===== src/rtl/tmr_result_piso_if.sv =====
// rtl/tmr_result_piso_if.sv - load/data/status bundle between the TMR voters, the PISO and the serial pin
interface tmr_result_piso_if #(
    parameter int RES_W = 16,
    parameter int MUL_W = 15
);
    logic             LOAD;
    logic [RES_W-1:0] RES_IN;
    logic [MUL_W-1:0] MUL_IN;
    logic             COUT_IN;
    logic             CLR_OVR;
    logic             SO_DATA;
    logic             SO_VALID;
    logic             BUSY;
    logic             DONE;
    logic             OVERRUN;

    modport master (
        output LOAD, RES_IN, MUL_IN, COUT_IN, CLR_OVR,
        input  SO_DATA, SO_VALID, BUSY, DONE, OVERRUN
    );

    modport slave (
        input  LOAD, RES_IN, MUL_IN, COUT_IN, CLR_OVR,
        output SO_DATA, SO_VALID, BUSY, DONE, OVERRUN
    );
endinterface


===== src/rtl/tmr_result_piso.sv =====
// rtl/tmr_result_piso.sv - voted result PISO, LSB-first 32-bit frame; TMR_PISO_PARITY_EN appends even parity
module tmr_result_piso #(
    parameter int RES_W = 16,
    parameter int MUL_W = 15
) (
    input  logic             CLK,
    input  logic             RST,
    tmr_result_piso_if.slave bus
);
    localparam int FRAME_W = RES_W + MUL_W + 1;
    localparam int CNT_W   = $clog2(FRAME_W);
    localparam logic [CNT_W-1:0] LAST_BIT = CNT_W'(FRAME_W - 1);

    typedef enum logic [1:0] {
        S_IDLE  = 2'd0,
        S_SHIFT = 2'd1,
`ifdef TMR_PISO_PARITY_EN
        S_PAR   = 2'd2,
`endif
        S_DONE  = 2'd3
    } state_t;

    state_t               state;
    logic [FRAME_W-1:0]   shreg;
    logic [CNT_W-1:0]     cnt;
    logic                 so_data_q;
    logic                 so_valid_q;
    logic                 busy_q;
    logic                 done_q;
    logic                 overrun_q;
`ifdef TMR_PISO_PARITY_EN
    logic                 par_q;
`endif

    logic [FRAME_W-1:0] frame_in;
    assign frame_in = {bus.COUT_IN, bus.MUL_IN, bus.RES_IN};

    // Outputs are registered one step ahead of the state, so bit 0 is on the
    // pin in the cycle right after the capturing edge and DONE coincides with S_DONE.
    always_ff @(posedge CLK) begin
        if (RST) begin
            state      <= S_IDLE;
            shreg      <= '0;
            cnt        <= '0;
            so_data_q  <= 1'b0;
            so_valid_q <= 1'b0;
            busy_q     <= 1'b0;
            done_q     <= 1'b0;
            overrun_q  <= 1'b0;
`ifdef TMR_PISO_PARITY_EN
            par_q      <= 1'b0;
`endif
        end else begin
            if (bus.LOAD && busy_q) begin
                overrun_q <= 1'b1;
            end else if (bus.CLR_OVR) begin
                overrun_q <= 1'b0;
            end

            case (state)
                S_IDLE, S_DONE: begin
                    done_q <= 1'b0;
                    if (bus.LOAD) begin
                        shreg      <= frame_in >> 1;
                        so_data_q  <= frame_in[0];
                        so_valid_q <= 1'b1;
                        busy_q     <= 1'b1;
                        cnt        <= '0;
                        state      <= S_SHIFT;
`ifdef TMR_PISO_PARITY_EN
                        par_q      <= ^frame_in;
`endif
                    end else begin
                        so_data_q  <= 1'b0;
                        so_valid_q <= 1'b0;
                        busy_q     <= 1'b0;
                        state      <= S_IDLE;
                    end
                end

                S_SHIFT: begin
                    if (cnt == LAST_BIT) begin
`ifdef TMR_PISO_PARITY_EN
                        so_data_q  <= par_q;
                        so_valid_q <= 1'b1;
                        state      <= S_PAR;
`else
                        so_data_q  <= 1'b0;
                        so_valid_q <= 1'b0;
                        busy_q     <= 1'b0;
                        done_q     <= 1'b1;
                        state      <= S_DONE;
`endif
                    end else begin
                        so_data_q <= shreg[0];
                        shreg     <= shreg >> 1;
                        cnt       <= cnt + 1'b1;
                    end
                end

`ifdef TMR_PISO_PARITY_EN
                S_PAR: begin
                    so_data_q  <= 1'b0;
                    so_valid_q <= 1'b0;
                    busy_q     <= 1'b0;
                    done_q     <= 1'b1;
                    state      <= S_DONE;
                end
`endif

                default: begin
                    so_data_q  <= 1'b0;
                    so_valid_q <= 1'b0;
                    busy_q     <= 1'b0;
                    done_q     <= 1'b0;
                    state      <= S_IDLE;
                end
            endcase
        end
    end

    assign bus.SO_DATA  = so_data_q;
    assign bus.SO_VALID = so_valid_q;
    assign bus.BUSY     = busy_q;
    assign bus.DONE     = done_q;
    assign bus.OVERRUN  = overrun_q;
endmodule


===== src/flat_wrapper.sv =====
// flat-port wrapper written by rule: the top's interface ports become plain ports
module tmr_result_piso_flat 
#(
    parameter int RES_W = 16,
    parameter int MUL_W = 15
)
  (CLK, RST, bus_LOAD, bus_RES_IN, bus_MUL_IN, bus_COUT_IN, bus_CLR_OVR, bus_SO_DATA, bus_SO_VALID, bus_BUSY, bus_DONE, bus_OVERRUN);
  tmr_result_piso_if #(.RES_W(RES_W), .MUL_W(MUL_W)) bus_i ();
  input  logic CLK;
  input  logic RST;
  input wire logic [$bits(bus_i.LOAD)-1:0] bus_LOAD;
  input wire logic [$bits(bus_i.RES_IN)-1:0] bus_RES_IN;
  input wire logic [$bits(bus_i.MUL_IN)-1:0] bus_MUL_IN;
  input wire logic [$bits(bus_i.COUT_IN)-1:0] bus_COUT_IN;
  input wire logic [$bits(bus_i.CLR_OVR)-1:0] bus_CLR_OVR;
  output wire logic [$bits(bus_i.SO_DATA)-1:0] bus_SO_DATA;
  output wire logic [$bits(bus_i.SO_VALID)-1:0] bus_SO_VALID;
  output wire logic [$bits(bus_i.BUSY)-1:0] bus_BUSY;
  output wire logic [$bits(bus_i.DONE)-1:0] bus_DONE;
  output wire logic [$bits(bus_i.OVERRUN)-1:0] bus_OVERRUN;
  assign bus_i.LOAD = bus_LOAD;
  assign bus_i.RES_IN = bus_RES_IN;
  assign bus_i.MUL_IN = bus_MUL_IN;
  assign bus_i.COUT_IN = bus_COUT_IN;
  assign bus_i.CLR_OVR = bus_CLR_OVR;
  assign bus_SO_DATA = bus_i.SO_DATA;
  assign bus_SO_VALID = bus_i.SO_VALID;
  assign bus_BUSY = bus_i.BUSY;
  assign bus_DONE = bus_i.DONE;
  assign bus_OVERRUN = bus_i.OVERRUN;
  tmr_result_piso #(.RES_W(RES_W), .MUL_W(MUL_W)) u_core (.CLK(CLK), .RST(RST), .bus(bus_i));
endmodule

===== config.mk =====
export PLATFORM = sky130hd
export DESIGN_NAME = tmr_result_piso_flat
export DESIGN_NICKNAME = d
export VERILOG_FILES = /design/src/rtl/tmr_result_piso_if.sv /design/src/rtl/tmr_result_piso.sv /design/src/flat_wrapper.sv
export SDC_FILE = /design/constraint.sdc
export NUM_CORES = 1
export LEC_CHECK = 0
export CAP_MARGIN = 20
export CORE_UTILIZATION = 30
export CTS_CLUSTER_DIAMETER = 40
export DETAILED_ROUTE_END_ITERATION = 10
export SKIP_CTS_REPAIR_TIMING = 1
export SLEW_MARGIN = 20
export SYNTH_ARGS = -nofsm -noshare
export SYNTH_HDL_FRONTEND = slang
export SYNTH_SLANG_ARGS = --single-unit

===== constraint.sdc =====
create_clock -name CLK -period 2.5 [get_ports CLK]
set_input_delay 0.5 -clock CLK [delete_from_list [all_inputs] [get_ports CLK]]
set_output_delay 0.5 -clock CLK [all_outputs]
set_load 0.02 [all_outputs]

==> flow_metrics.env <==
export IMPL_total_power_mw=1.54
export IMPL_area_growth_pct=25.2
export IMPL_port_buffers=40
export IMPL_clk_pin_slew_ns=0.08
export IMPL_syn_avg_cell_area_um2=10.3
export IMPL_rsz0062_at_grt="no"
export IMPL_synth_nets=240
export IMPL_syn_inst=200
export IMPL_drc=3
export IMPL_wire_per_inst_um=12.4
export IMPL_p_seq_share_pct=49.6
export IMPL_first_pass_iters=10
export IMPL_ys_seq_area_share_pct=40.9
export IMPL_swShare_pct=27.4
export IMPL_whs_path_depth=2
export IMPL_yosys_warnings=0
export IMPL_report_final_hold_viol_count=0
export IMPL_whs_ns=0.468
export IMPL_layout_drive_gt1_share_pct=19.1
export IMPL_final_core_util_pct=39.7
export IMPL_coreArea_um2=6490
export IMPL_fmax_ghz=0.471
export IMPL_rows=29
export IMPL_ir_drop_mv=0.224
export IMPL_worst_clock_skew_ns=0.00696
export IMPL_cap_violations=0
export IMPL_reg2reg_from="u_core.cnt[0]"
export IMPL_hold_end="u_core.bus.OVERRUN"
export IMPL_drt_total_wl_um=3870
export IMPL_ios=41
export IMPL_maxSlewViolCount=0
export IMPL_rrSetupSlack_ns=0.38
export IMPL_pwr_share_comb_pct=23.0
export IMPL_cts_buffers=5
export IMPL_clk_latency_ns=0.28
export IMPL_p_sw_uw=423
export IMPL_n_fill_cell=630
export IMPL_grt_max_degree=61
export IMPL_final_cell_mix="nor2_1, dfxtp_1, clkdlybuf4s50_1, mux2i_1, a211oi_2"
export IMPL_yosys_area_top_type="dfxtp_1"
export IMPL_cp_required_ns=2.70
export IMPL_overflow=0
export IMPL_dp_hpwl_um=2580
export IMPL_cp_arrival_ns=2.32
export IMPL_syn_area_um2=2060
export IMPL_gp_congestion=0.737
export IMPL_nets=276
export IMPL_hold_class="reg -> reg"
export IMPL_vias=1479
export IMPL_worstSetupPathType="reg -> reg"
export IMPL_cp_max_fo=60
export IMPL_slew_headroom_pct=55.1
export IMPL_fin_crit_sh_pct=84.9
export IMPL_grt_pass1_vias=1449
export IMPL_ant_nets=0
export IMPL_first_iter_violations=51
export IMPL_htree_levels=2
export IMPL_tns_ns=0
export IMPL_n_antenna_cell=0
export IMPL_die_height_um=84.8
export IMPL_cts_root_buf="clkbuf_8"
export IMPL_tritoncts="built"
export IMPL_r2r_end="u_core.shreg[27]"
export IMPL_synth_top_cell_area_share_pct=40.9
export IMPL_status="finished, violations left"
export IMPL_initial_core_util_pct=31.7
export IMPL_cts_sinks=42
export IMPL_yosysUniqueCellTypes=28
export IMPL_die_area_um2=7190
export IMPL_worst_setup_path_end_kind="register"
export IMPL_grtUsageTotal_pct=11.5
export IMPL_finalCriticalPeriod_ns=2.12
export IMPL_p_int_mw=1.12
export IMPL_powerDensity_nw_per_um2=599
export IMPL_grt_pass1_wl_um=6620
export IMPL_violations="DRC"
export IMPL_antenna_found_initial=0
export IMPL_synth_seq_cells=42
export IMPL_clockBufferDepth=2
export IMPL_setup_violations=0
export IMPL_layout_commonest_cell="nor2_1"
export IMPL_p_clk_share_pct=27.4
export IMPL_worstRegToRegCells=8
export IMPL_synthTopCellsByArea="dfxtp_1, a211oi_2, mux2i_1, nor2_1, ha_1"
export IMPL_avgViaCountPerCell=4.74
export IMPL_start_kind="register"
export IMPL_leakage_nw=0.911
export IMPL_worstMarginPinSlew_ns=0.674
export IMPL_die_w_um=84.8
export IMPL_min_from="u_core.bus.OVERRUN"
==> state kept, by name, summed over array words and instances (netlist names) <==
name / cells
u_core.state: 2
u_core.shreg: 31
u_core.bus.OVERRUN: 1
u_core.cnt: 5
u_core.bus.SO_DATA: 1
u_core.bus.SO_VALID: 1
u_core.bus.DONE: 1
==> per-stage QoR <==
step                      cells  cell area [um2]  setup slack, ns
after floorplan             200             2060            0.712
after global placement      306             2490            0.391
after detailed placement    306             2490            0.357
after CTS                   312             2580            0.356
after global routing        312             2580            0.222
final                       312             2580            0.379
==> final cells by class <==
cell class / count / area, um2 / share of cell area (%)
multi-input combinational: 141 / 1110 / 43.1
inverter: 2 / 7.51 / 0.291
sequential: 42 / 841 / 32.6
timing repair buffer: 44 / 438 / 17.0
tap: 77 / 96.3 / 3.74
clock buffer: 6 / 82.6 / 3.21
==> metal layers <==
metal	global-route usage, %	part of all wire [%]	vias up
li1	-	-	776
met4	2.77	0	0
met3	3.54	5.5	0
met2	18.7	45	31
met5	0	0	-
met1	15.1	49	672
==> critical path, cell delays in order (launching register included) <==
cell      delay (ns)
dfxtp_1         0.34
ha_1            0.21
and3_1          0.19
ha_1            0.24
nand2b_1        0.24
a21oi_4         0.17
buf_12          0.29
nor2_1          0.11
a211oi_2        0.21
==> Yosys cell counts <==
cell type / count
nand2_1: 2
or2_2: 1
o21ai_0: 1
nor2_1: 46
nand2b_1: 4
a211oi_2: 30
buf_2: 5
inv_1: 2
xnor2_1: 1
nand3_1: 1
a21oi_4: 1
o211ai_1: 1
nor2b_1: 1
buf_4: 4
xor2_1: 1
ha_1: 4
clkbuf_1: 3
mux2i_1: 30
a211oi_1: 1
and2b_1: 2
and3_1: 1
buf_6: 3
a22oi_1: 3
a32oi_1: 1
nand2b_4: 1
a21oi_1: 5
nor3_1: 3
dfxtp_1: 42
==> cell families after synthesis <==
logic type	Yosys count	share of synthesized area (%)
XOR/XNOR	2	0.852
AND/OR/NAND/NOR	62	13.3
adder cells (fa/ha/maj)	4	2.43
AO/OA/AOI/OAI	43	22.7
flip-flops	42	40.9
multiplexers	30	14.6
buffers and inverters	17	5.23
==> power groups by stage <==
stage	clock network (mW)	logic [mW]	registers, mW
2_1_floorplan	0	0.269	0.777
3_3_place_gp	0	0.353	0.781
3_5_place_dp	0	0.358	0.781
4_1_cts	0.447	0.360	0.766
5_1_grt	0.479	0.391	0.774
6_report	0.423	0.354	0.766
==> worst max-delay path by stage <==
| stage | start | end | slack [ns] |
|---|---|---|---|
| 2_1_floorplan | u_core.cnt[0] | u_core.shreg[0] | 0.71 |
| 3_3_place_gp | bus_LOAD | u_core.shreg[22] | 0.39 |
| 3_5_place_dp | bus_LOAD | u_core.shreg[19] | 0.36 |
| 4_1_cts | u_core.cnt[0] | u_core.shreg[27] | 0.36 |
| 5_1_grt | u_core.cnt[0] | u_core.shreg[27] | 0.22 |
| 6_report | u_core.cnt[0] | u_core.shreg[27] | 0.38 |
No activity file was read; power rests on OpenSTA's default activity.
